$ cat src/rtl/pwm_ctrl_pkg.sv
// rtl/pwm_ctrl_pkg.sv - shared constants and state encoding for the PWM fade sequencer
// Holds the register map addresses, CTRL bit positions and FSM state type.
package pwm_ctrl_pkg;

   localparam logic [2:0] ADDR_CTRL     = 3'd0;
   localparam logic [2:0] ADDR_LEVEL_LO = 3'd1;
   localparam logic [2:0] ADDR_LEVEL_HI = 3'd2;
   localparam logic [2:0] ADDR_STEP     = 3'd3;
   localparam logic [2:0] ADDR_INTERVAL = 3'd4;
   localparam logic [2:0] ADDR_DUTY     = 3'd5;

   localparam int CTRL_START  = 0;
   localparam int CTRL_STOP   = 1;
   localparam int CTRL_BOUNCE = 2;

   typedef enum logic [1:0] {
      ST_IDLE = 2'd0,
      ST_UP   = 2'd1,
      ST_DOWN = 2'd2
   } fade_state_t;

endpackage

$ cat src/rtl/pwm_tick_gen.sv
// rtl/pwm_tick_gen.sv - base tick prescaler for the fade sequencer
// Ports:
//   clk   - system clock
//   rst   - synchronous active-high reset
//   clear - restart the prescaler from zero (wins over run)
//   run   - count only while asserted
//   tick  - one-cycle pulse every TICK_DIV running cycles
module pwm_tick_gen #(
   parameter int TICK_DIV = 256
) (
   input  logic clk,
   input  logic rst,
   input  logic clear,
   input  logic run,
   output logic tick
);

   localparam int CNT_W = (TICK_DIV > 1) ? $clog2(TICK_DIV) : 1;
   localparam logic [CNT_W-1:0] LAST = CNT_W'(TICK_DIV - 1);

   logic [CNT_W-1:0] cnt_q;

   always_ff @(posedge clk) begin
      if (rst || clear) begin
         cnt_q <= '0;
      end else if (run) begin
         if (cnt_q == LAST) begin
            cnt_q <= '0;
         end else begin
            cnt_q <= cnt_q + 1'b1;
         end
      end
   end

   // Tick sits on the last count so the first one arrives TICK_DIV cycles after a clear.
   assign tick = run && (cnt_q == LAST);

endmodule

$ cat src/rtl/pwm_fade_controller.sv
// rtl/pwm_fade_controller.sv - autonomous linear fade sequencer feeding pwm_peripheral duty
// Ports:
//   clk, rst        - system clock, synchronous active-high reset
//   cfg_wr          - one-cycle write strobe from the SPI register file
//   cfg_addr        - register select
//   cfg_data        - write data
//   pwm_duty_cycle  - registered duty value
//   busy            - high while a fade runs
//   done            - one-cycle pulse when a single-shot fade lands on HI
module pwm_fade_controller
   import pwm_ctrl_pkg::*;
#(
   parameter int DUTY_W   = 8,
   parameter int TICK_DIV = 256
) (
   input  logic              clk,
   input  logic              rst,
   input  logic              cfg_wr,
   input  logic [2:0]        cfg_addr,
   input  logic [DUTY_W-1:0] cfg_data,
   output logic [DUTY_W-1:0] pwm_duty_cycle,
   output logic              busy,
   output logic              done
);

   localparam logic [DUTY_W-1:0] ONE = DUTY_W'(1);

   fade_state_t       state_q, state_d;
   logic [DUTY_W-1:0] duty_q, duty_d;
   logic              done_q, done_d;
   logic [DUTY_W-1:0] lo_q, hi_q, step_q, interval_q;
   logic              bounce_q;
   logic [DUTY_W-1:0] icnt_q;

   logic              tick;
   logic              run;
   logic              start_evt;
   logic              cnt_clear;
   logic              step_evt;

   logic [DUTY_W-1:0] step_eff, interval_eff;
   logic [DUTY_W:0]   icnt_inc;
   logic [DUTY_W:0]   up_sum;
   logic [DUTY_W:0]   dn_floor;
   logic              up_hit, dn_hit;

   assign run = (state_q != ST_IDLE);

   pwm_tick_gen #(
      .TICK_DIV (TICK_DIV)
   ) u_tick_gen (
      .clk   (clk),
      .rst   (rst),
      .clear (cnt_clear),
      .run   (run),
      .tick  (tick)
   );

   // Zero step or interval would stall the fade, so both behave as one.
   assign step_eff     = (step_q == '0) ? ONE : step_q;
   assign interval_eff = (interval_q == '0) ? ONE : interval_q;

   // Greater-or-equal keeps working if INTERVAL is lowered below the running count.
   assign icnt_inc = {1'b0, icnt_q} + {{DUTY_W{1'b0}}, 1'b1};
   assign step_evt = tick && (icnt_inc >= {1'b0, interval_eff});

   // One extra bit so the add never wraps; also clamps when duty already exceeds a lowered HI.
   assign up_sum   = {1'b0, duty_q} + {1'b0, step_eff};
   assign up_hit   = (up_sum >= {1'b0, hi_q});
   // Compare against LO+STEP instead of subtracting so the result never underflows.
   assign dn_floor = {1'b0, lo_q} + {1'b0, step_eff};
   assign dn_hit   = ({1'b0, duty_q} <= dn_floor);

   always_comb begin
      state_d   = state_q;
      duty_d    = duty_q;
      done_d    = 1'b0;
      start_evt = 1'b0;

      if (step_evt) begin
         case (state_q)
            ST_UP: begin
               if (up_hit) begin
                  duty_d = hi_q;
                  if (bounce_q) begin
                     state_d = ST_DOWN;
                  end else begin
                     state_d = ST_IDLE;
                     done_d  = 1'b1;
                  end
               end else begin
                  duty_d = up_sum[DUTY_W-1:0];
               end
            end
            ST_DOWN: begin
               if (dn_hit) begin
                  duty_d  = lo_q;
                  state_d = ST_UP;
               end else begin
                  duty_d = duty_q - step_eff;
               end
            end
            default: begin
               state_d = state_q;
            end
         endcase
      end

      // Register writes override whatever the step logic decided this cycle.
      if (cfg_wr) begin
         if (cfg_addr == ADDR_CTRL) begin
            if (cfg_data[CTRL_STOP]) begin
               state_d = ST_IDLE;
               duty_d  = duty_q;
               done_d  = 1'b0;
            end else if (cfg_data[CTRL_START]) begin
               start_evt = 1'b1;
               if (lo_q >= hi_q) begin
                  duty_d  = hi_q;
                  state_d = ST_IDLE;
                  done_d  = 1'b1;
               end else begin
                  duty_d  = lo_q;
                  state_d = ST_UP;
                  done_d  = 1'b0;
               end
            end
         end else if (cfg_addr == ADDR_DUTY) begin
            duty_d  = cfg_data;
            state_d = ST_IDLE;
            done_d  = 1'b0;
         end
      end
   end

   assign cnt_clear = start_evt || (state_d == ST_IDLE);

   always_ff @(posedge clk) begin
      if (rst) begin
         state_q    <= ST_IDLE;
         duty_q     <= '0;
         done_q     <= 1'b0;
         lo_q       <= '0;
         hi_q       <= '1;
         step_q     <= ONE;
         interval_q <= ONE;
         bounce_q   <= 1'b0;
         icnt_q     <= '0;
      end else begin
         state_q <= state_d;
         duty_q  <= duty_d;
         done_q  <= done_d;

         if (cnt_clear || step_evt) begin
            icnt_q <= '0;
         end else if (tick) begin
            icnt_q <= icnt_inc[DUTY_W-1:0];
         end

         if (cfg_wr) begin
            case (cfg_addr)
               ADDR_CTRL:     bounce_q   <= cfg_data[CTRL_BOUNCE];
               ADDR_LEVEL_LO: lo_q       <= cfg_data;
               ADDR_LEVEL_HI: hi_q       <= cfg_data;
               ADDR_STEP:     step_q     <= cfg_data;
               ADDR_INTERVAL: interval_q <= cfg_data;
               default:       ;
            endcase
         end
      end
   end

   assign pwm_duty_cycle = duty_q;
   assign busy           = (state_q != ST_IDLE);
   assign done           = done_q;

endmodule

$ cat config.mk
export PLATFORM = sky130hd
export DESIGN_NAME = pwm_fade_controller
export DESIGN_NICKNAME = d
export VERILOG_FILES = /design/src/rtl/pwm_ctrl_pkg.sv /design/src/rtl/pwm_tick_gen.sv /design/src/rtl/pwm_fade_controller.sv
export SDC_FILE = /design/constraint.sdc
export NUM_CORES = 1
export LEC_CHECK = 0
export ABC_AREA = 0
export CORE_MARGIN = 1
export CORE_UTILIZATION = 55
export DETAILED_ROUTE_END_ITERATION = 10
export MAX_ROUTING_LAYER = met4
export PLACE_DENSITY_LB_ADDON = 0.3
export SYNTH_ARGS = -nofsm -noshare
export SYNTH_HDL_FRONTEND = slang
export SYNTH_HIERARCHICAL = 1
export SYNTH_SLANG_ARGS = --single-unit
$ cat constraint.sdc
create_clock -name clk -period 5 [get_ports clk]
set_input_delay 1 -clock clk [delete_from_list [all_inputs] [get_ports clk]]
set_output_delay 1 -clock clk [all_outputs]
set_load 0.01 [all_outputs]
==> flow_summary.toml, run 1 <==
[die]
die-width_um = 95.4
core_area_um2 = 8340
initial_utilization_pct = 57.6
die_area_um2 = 9110
boundaryPins = 24
row_count = 33
die_y_um = 95.4

[worst_setup_path]
crit_buf_inv = 1
max_stage_delay_ns = 0.53
path_max_fanout = 6
cp.arrival_ns = 5.09
crit_path_start_kind = "flip-flop"
r2r-start = "step_q[4]$_SDFFE_PP0P_"
critical_path_class = "flip-flop to flip-flop"
critPathTopFamily = "simple AND/OR/NAND/NOR gates"
critPathLaunch = "step_q[4]$_SDFFE_PP0P_"
required_ns = 5.27
path_cells = "inv_1 -> a41o_1 -> ha_1 -> nor2b_1 -> or3_1 -> a21oi_1 -> o21bai_1 -> o31ai_2 -> xnor2_1 -> ha_1 -> nor2b_1 -> a2111oi_2 -> o221ai_2 -> nor2b_4 -> nand3b_4 -> o221a_1 -> or4_4 -> or2_4 -> o21bai_2 -> nor2_1"
cp-end-kind = "flip-flop"
cp_slowest_cell = "or4_4"

[clocking]
cts_tree = "done"
clk_latency_ns = 0.34
cts_sinks = 60
cts_max_path_buffers = 2
cts-htree-levels = 3
cts_root_buf = "clkbuf_8"
cts.clk_slew.worst_paths_ns = 0.07
cts_buffers = 9

[grt]
grt_pass1_wl_mm = 22.2
overflow = 0
antenna_found_initial = 0
grt_pass1_vias = 4552
grt_usage_pct = 33.2
grt_max_degree = 33

[drt]
drt_iter0_drc = 383
vias = 4644
drc = 0
first_pass_iters = 5
wl_mm = 13.8
routedWlPerCell_um = 18.6
via_per_inst = 6.25
antenna_left = 0

[cells_and_area]
final_area_um2 = 5390
layout-drive-gt1-share_pct = 9.87
layout_commonest_cell = "nand2_1"
syn2layout_area_growth_pct = 12.4
instances_no_fill = 743
final_cell_mix = "nand2_1, ha_1, dfxtp_1"
layout.nets = 710
diodes = 0
fin_util_pct = 64.7

[synthesis]
synth_xor_area_share_pct = 6.02
syn_inst = 607
synth_ff_type = "dfxtp_1"
synth_cell_types = 68
syn-num-nets = 684
synthesis.area_um2 = 4800
yosysSeqAreaShare_pct = 25.0
async_flop_share_pct = 0
yosys.area_share.simple_pct = 20.6
synth_area_per_cell_um2 = 7.91
muxShareOfSynthArea_pct = 3.02
synth_seq_cells = 60
synth_adder_area_share_pct = 16.9
synth_compound_gate_area_share_pct = 22.6
synth-warning-count = 6
synth_top_family_by_area = "compound AO/OA/AOI/OAI gates"
synth_edf_count = 0

[hold_path]
hp-start = "interval_q[2]$_SDFFE_PP0P_"
hp-class = "flip-flop to flip-flop"

[pwr]
p_leak_nw = 2.23
vdd_drop_max_mv = 0.150
p_per_area_nw_per_um2 = 198

[placement]
port-buffer-count = 23
hpwlAfterDp_mm = 10.8
numPlacedInstances = 723
post_dp_cell_area_um2 = 5160
pre_cts_slack_ns = -0.0291
gp_congestion = 0.978

[sta]
fin_crit_sh_pct = 96.3
layout_setup_ws_ns = 0.186
clock.fmax_mhz = 208
slew_headroom_pct = 40.5
tightest_slew_ns = 0.890
holdWs_ns = 0.462
period_minus_slack_ns = 4.81
setup_viol = 0
finalClockSkew_ns = 0.00904
hold_viol_final = 0
drv_slew = 0

[job]
max-cap-violations = 0

[outcome]
status = "finished, final reports clean"
state kept, by name, indices dropped and copies added (netlist names):
name,flops
icnt_q,8
step_q,8
lo_q,8
done,1
u_tick_gen/cnt_q,8
pwm_duty_cycle,8
interval_q,8
state_q,2
hi_q,8
bounce_q,1
cells by family after synthesis:
logic type,Yosys count
compound gates,162
xor+xnor,33
fa+ha+maj,63
buf+inv,69
flops,60
mux,14
simple gates,206
metrics by stage:
step | setup TNS [ns] | power (mW)
6_report | 0 | 1.07
2_1_floorplan | 0 | 0.621
3_5_place_dp | -0.0585 | 0.682
5_1_grt | -0.0000422 | 1.11
4_1_cts | 0 | 1.07
3_3_place_gp | 0 | 0.679
worst paths after layout:
kind,depth (start not counted),end,slack (ns)
max,20,u_tick_gen/cnt_q[3]$_SDFFE_PP0P_,0.19
min,2,interval_q[2]$_SDFFE_PP0P_,0.46
max reg2reg,20,u_tick_gen/cnt_q[3]$_SDFFE_PP0P_,0.19
min reg2reg,2,interval_q[2]$_SDFFE_PP0P_,0.46
layer usage:
metal	part of all wire [%]	up-vias	global-route usage, %
li1	-	2214	-
met1	41	2168	37.9
met2	48	202	55.8
met3	5.7	60	4.15
met4	5.5	0	19.4
met5	0	-	-
synth_stat cells, types with 5 or more instances:
cell | n | area share [%]
o21ai_0 | 27 | 2.8
ha_1 | 60 | 16
nand2_1 | 88 | 6.9
clkbuf_1 | 23 | 1.8
a221oi_1 | 5 | 0.91
and3_1 | 8 | 1.0
nand3_1 | 19 | 2.0
nor3_1 | 5 | 0.52
nand4_1 | 7 | 0.91
o221ai_1 | 6 | 1.1
xnor2_1 | 15 | 2.7
nor2b_1 | 10 | 1.3
nor4_1 | 10 | 1.3
dfxtp_1 | 60 | 25
o21a_1 | 5 | 0.78
mux2i_1 | 10 | 2.1
nor2_1 | 37 | 2.9
o211ai_1 | 13 | 2.0
a21oi_1 | 57 | 5.9
xor2_1 | 18 | 3.3
inv_1 | 39 | 3.0
area by class of cell:
class	count	area, µm²
clock buffers	11	141
clock inverters	5	37.5
fillers	752	2950
inverters	39	146
multi-input cells	478	3340
flip-flops and latches	60	1200
well taps	105	131
repair buffers	45	395
report_power, final:
| group | leakage (nW) | internal (mW) | total (mW) | switching (mW) |
|---|---|---|---|---|
| Sequential | 0.486 | 0.487 | 0.498 | 0.0112 |
| Clock | 0.0855 | 0.194 | 0.392 | 0.198 |
| Combinational | 1.66 | 0.0757 | 0.181 | 0.105 |
worst reg2reg max path: cells and delay by family, from the launching register on:
family / cells / cell delay [ns]
buffers and inverters: 1 / 0.08
AO/OA/AOI/OAI: 8 / 1.81
adder cells (fa/ha/maj): 2 / 0.51
flip-flops: 1 / 0.36
AND/OR/NAND/NOR: 8 / 1.83
XOR/XNOR: 1 / 0.17
what timing repair did:
action / CTS / global route
pin swaps: 1 / 4
hold buffers: 0 / 0
gates resized for setup: 2 / 5
setup buffers: 2 / 2
endpoints found under the setup margin: 3 / 3
Power figures use the tool's default switching activity.
==> run 2: changes to the inputs <==
SETUP_SLACK_MARGIN = 0.02   (was unset)
==> flow_summary.toml, run 2 (synthesis gave the netlist of run 1 again) <==
[worst_setup_path]
required_ns = 5.28
path_cells = "nor3_1 -> a41o_1 -> ha_1 -> fa_1 -> a21oi_1 -> o211ai_1 -> nor2_1 -> xor2_1 -> ha_1 -> o21a_1 -> o21ai_0 -> a31oi_1 -> o21ai_1 -> a311o_1 -> nand3_1 -> o221a_1 -> or4_4 -> or2_4 -> o21bai_2 -> nor2_2"
critical_path_class = "flip-flop to flip-flop"
crit_path_start_kind = "flip-flop"
crit_cells = 20
crit_top_cell = "ha_1"
crit_buf_inv = 0
cp_slowest_cell = "or4_4"
cp.arrival_ns = 5.07
path_max_fanout = 6
max_stage_delay_ns = 0.52
critPathTopFamily = "compound AO/OA/AOI/OAI gates"
reg2reg_slack_ns = 0.21
r2r-start = "step_q[2]$_SDFFE_PP0P_"
timing.rr.end = "u_tick_gen/cnt_q[5]$_SDFFE_PP0P_"
reg2regPathDepth = 20
cp-end-kind = "flip-flop"
critPathLaunch = "step_q[2]$_SDFFE_PP0P_"
cp-endpoint = "u_tick_gen/cnt_q[5]$_SDFFE_PP0P_"

[cells_and_area]
syn2layout_area_growth_pct = 12.3
diodes = 0
layout_commonest_cell = "nand2_1"
nFillCells = 716
ff_latch_area_um2 = 1200
layout-drive-gt1-share_pct = 9.28
final_cell_mix = "nand2_1, ha_1, dfxtp_1"
instances_no_fill = 741
layout.nets = 708
multi_input_area_um2 = 3330
fin_util_pct = 64.7

[drt]
antenna_left = 0
via_per_inst = 6.34
first_pass_iters = 5
drt_iter0_drc = 457
drc = 0
routedWlPerCell_um = 19.3
wl_mm = 14.3
vias = 4695

[grt]
grt_pass1_wl_mm = 22.1
overflow = 0
grt_max_degree = 33
antenna_found_initial = 0
grt_pass1_vias = 4426
grt_usage_pct = 33.7

[die]
core_area_um2 = 8340
die_y_um = 95.4
boundaryPins = 24
initial_utilization_pct = 57.6
row_count = 33
die_area_um2 = 9110
die-width_um = 95.4

[sta]
tightest_slew_ns = 0.831
clock.fmax_mhz = 209
fin_tns_setup_ns = 0
hold_viol_final = 0
setup_viol = 0
finalClockSkew_ns = 0.0116
grt_setup_unrepaired = "no"
period_minus_slack_ns = 4.79
slew_headroom_pct = 44.4
drv_slew = 0
holdWs_ns = 0.456
fin_crit_sh_pct = 95.9

[pwr]
p_leak_nw = 2.24
power_frac_seq_pct = 43.8
p_total_mw = 1.14
vdd_drop_max_mv = 0.161
clockPowerShare_pct = 40.1
p_per_area_nw_per_um2 = 211
p_int_mw = 0.807
pwr-share-comb_pct = 16.1
p_switching_mw = 0.329
switching_share_pct = 28.9

[clocking]
cts_buffers = 9
cts.clk_slew.worst_paths_ns = 0.08
cts_root_buf = "clkbuf_8"
ctsHoldBuffers = 0
cts_tree = "done"
clk_latency_ns = 0.35
cts_max_path_buffers = 2
cts-htree-levels = 3
cts_sinks = 60

[placement]
port-buffer-count = 23
gp_congestion = 0.968
hpwlAfterDp_mm = 10.7
numPlacedInstances = 724

[outcome]
status = "finished, final reports clean"

[hold_path]
hp-class = "flip-flop to flip-flop"

[job]
max-cap-violations = 0
-- run 2: what timing repair did --
action / in CTS / in global routing
resized for setup: 0 / 4
setup buffers: 0 / 1
endpoints found under the setup margin: 0 / 3
-- run 2: routing by layer --
layer	global-route usage, %	vias up	part of all wire, %
met5	-	-	0
met4	16.7	0	4.9
met3	4.47	56	7.5
met2	57.3	236	48
met1	38.9	2182	40
li1	-	2221	-
-- run 2: worst reg2reg max path: stages (launching register included) --
cell	delay, ns
dfxtp_1	0.35
nor3_1	0.06
a41o_1	0.27
ha_1	0.22
fa_1	0.41
a21oi_1	0.23
o211ai_1	0.18
nor2_1	0.14
xor2_1	0.17
ha_1	0.28
o21a_1	0.11
o21ai_0	0.16
a31oi_1	0.07
o21ai_1	0.43
a311o_1	0.26
nand3_1	0.11
o221a_1	0.15
or4_4	0.52
or2_4	0.28
o21bai_2	0.22
nor2_2	0.11
-- run 2: power groups by stage --
stage	clock [mW]	sequential [mW]	combinational (mW)
2_1_floorplan	0	0.506	0.115
3_3_place_gp	0	0.508	0.174
3_5_place_dp	0	0.508	0.177
4_1_cts	0.458	0.497	0.179
5_1_grt	0.483	0.498	0.198
6_report	0.456	0.497	0.183
-- run 2: metrics by stage --
stage	area (µm²)	setup slack, ns
5_1_grt	5390	0.0276
3_3_place_gp	5170	0.222
4_1_cts	5380	0.0510
2_1_floorplan	4800	0.113
3_5_place_dp	5170	0.0797
6_report	5390	0.207
-- run 2: final cells by class --
cell class | instances | area share [%]
multi-input cells | 478 | 61.8
flip-flops and latches | 60 | 22.3
repair buffers | 43 | 7.05
inverters | 39 | 2.71
clock buffers | 11 | 2.62
well taps | 105 | 2.44
clock inverters | 5 | 1.11
-- run 2: worst min path at each step --
stage | to | start | cells past startpoint | slack, ns
after floorplan | interval_q[1]$_SDFFE_PP0P_ | interval_q[1]$_SDFFE_PP0P_ | 2 | 0.44
after global placement | interval_q[1]$_SDFFE_PP0P_ | interval_q[1]$_SDFFE_PP0P_ | 2 | 0.44
after detailed placement | interval_q[1]$_SDFFE_PP0P_ | interval_q[1]$_SDFFE_PP0P_ | 2 | 0.45
after CTS | interval_q[1]$_SDFFE_PP0P_ | interval_q[1]$_SDFFE_PP0P_ | 2 | 0.46
after global routing | interval_q[2]$_SDFFE_PP0P_ | interval_q[2]$_SDFFE_PP0P_ | 2 | 0.48
final | interval_q[1]$_SDFFE_PP0P_ | interval_q[1]$_SDFFE_PP0P_ | 2 | 0.46
==> run 3: changes to the inputs <==
CTS_CLUSTER_DIAMETER = 40   (was unset)
CTS_CLUSTER_SIZE = 10   (was unset)
==> results of run 3 <==
Final layout, timing and power as in run 2 (identical DEF).
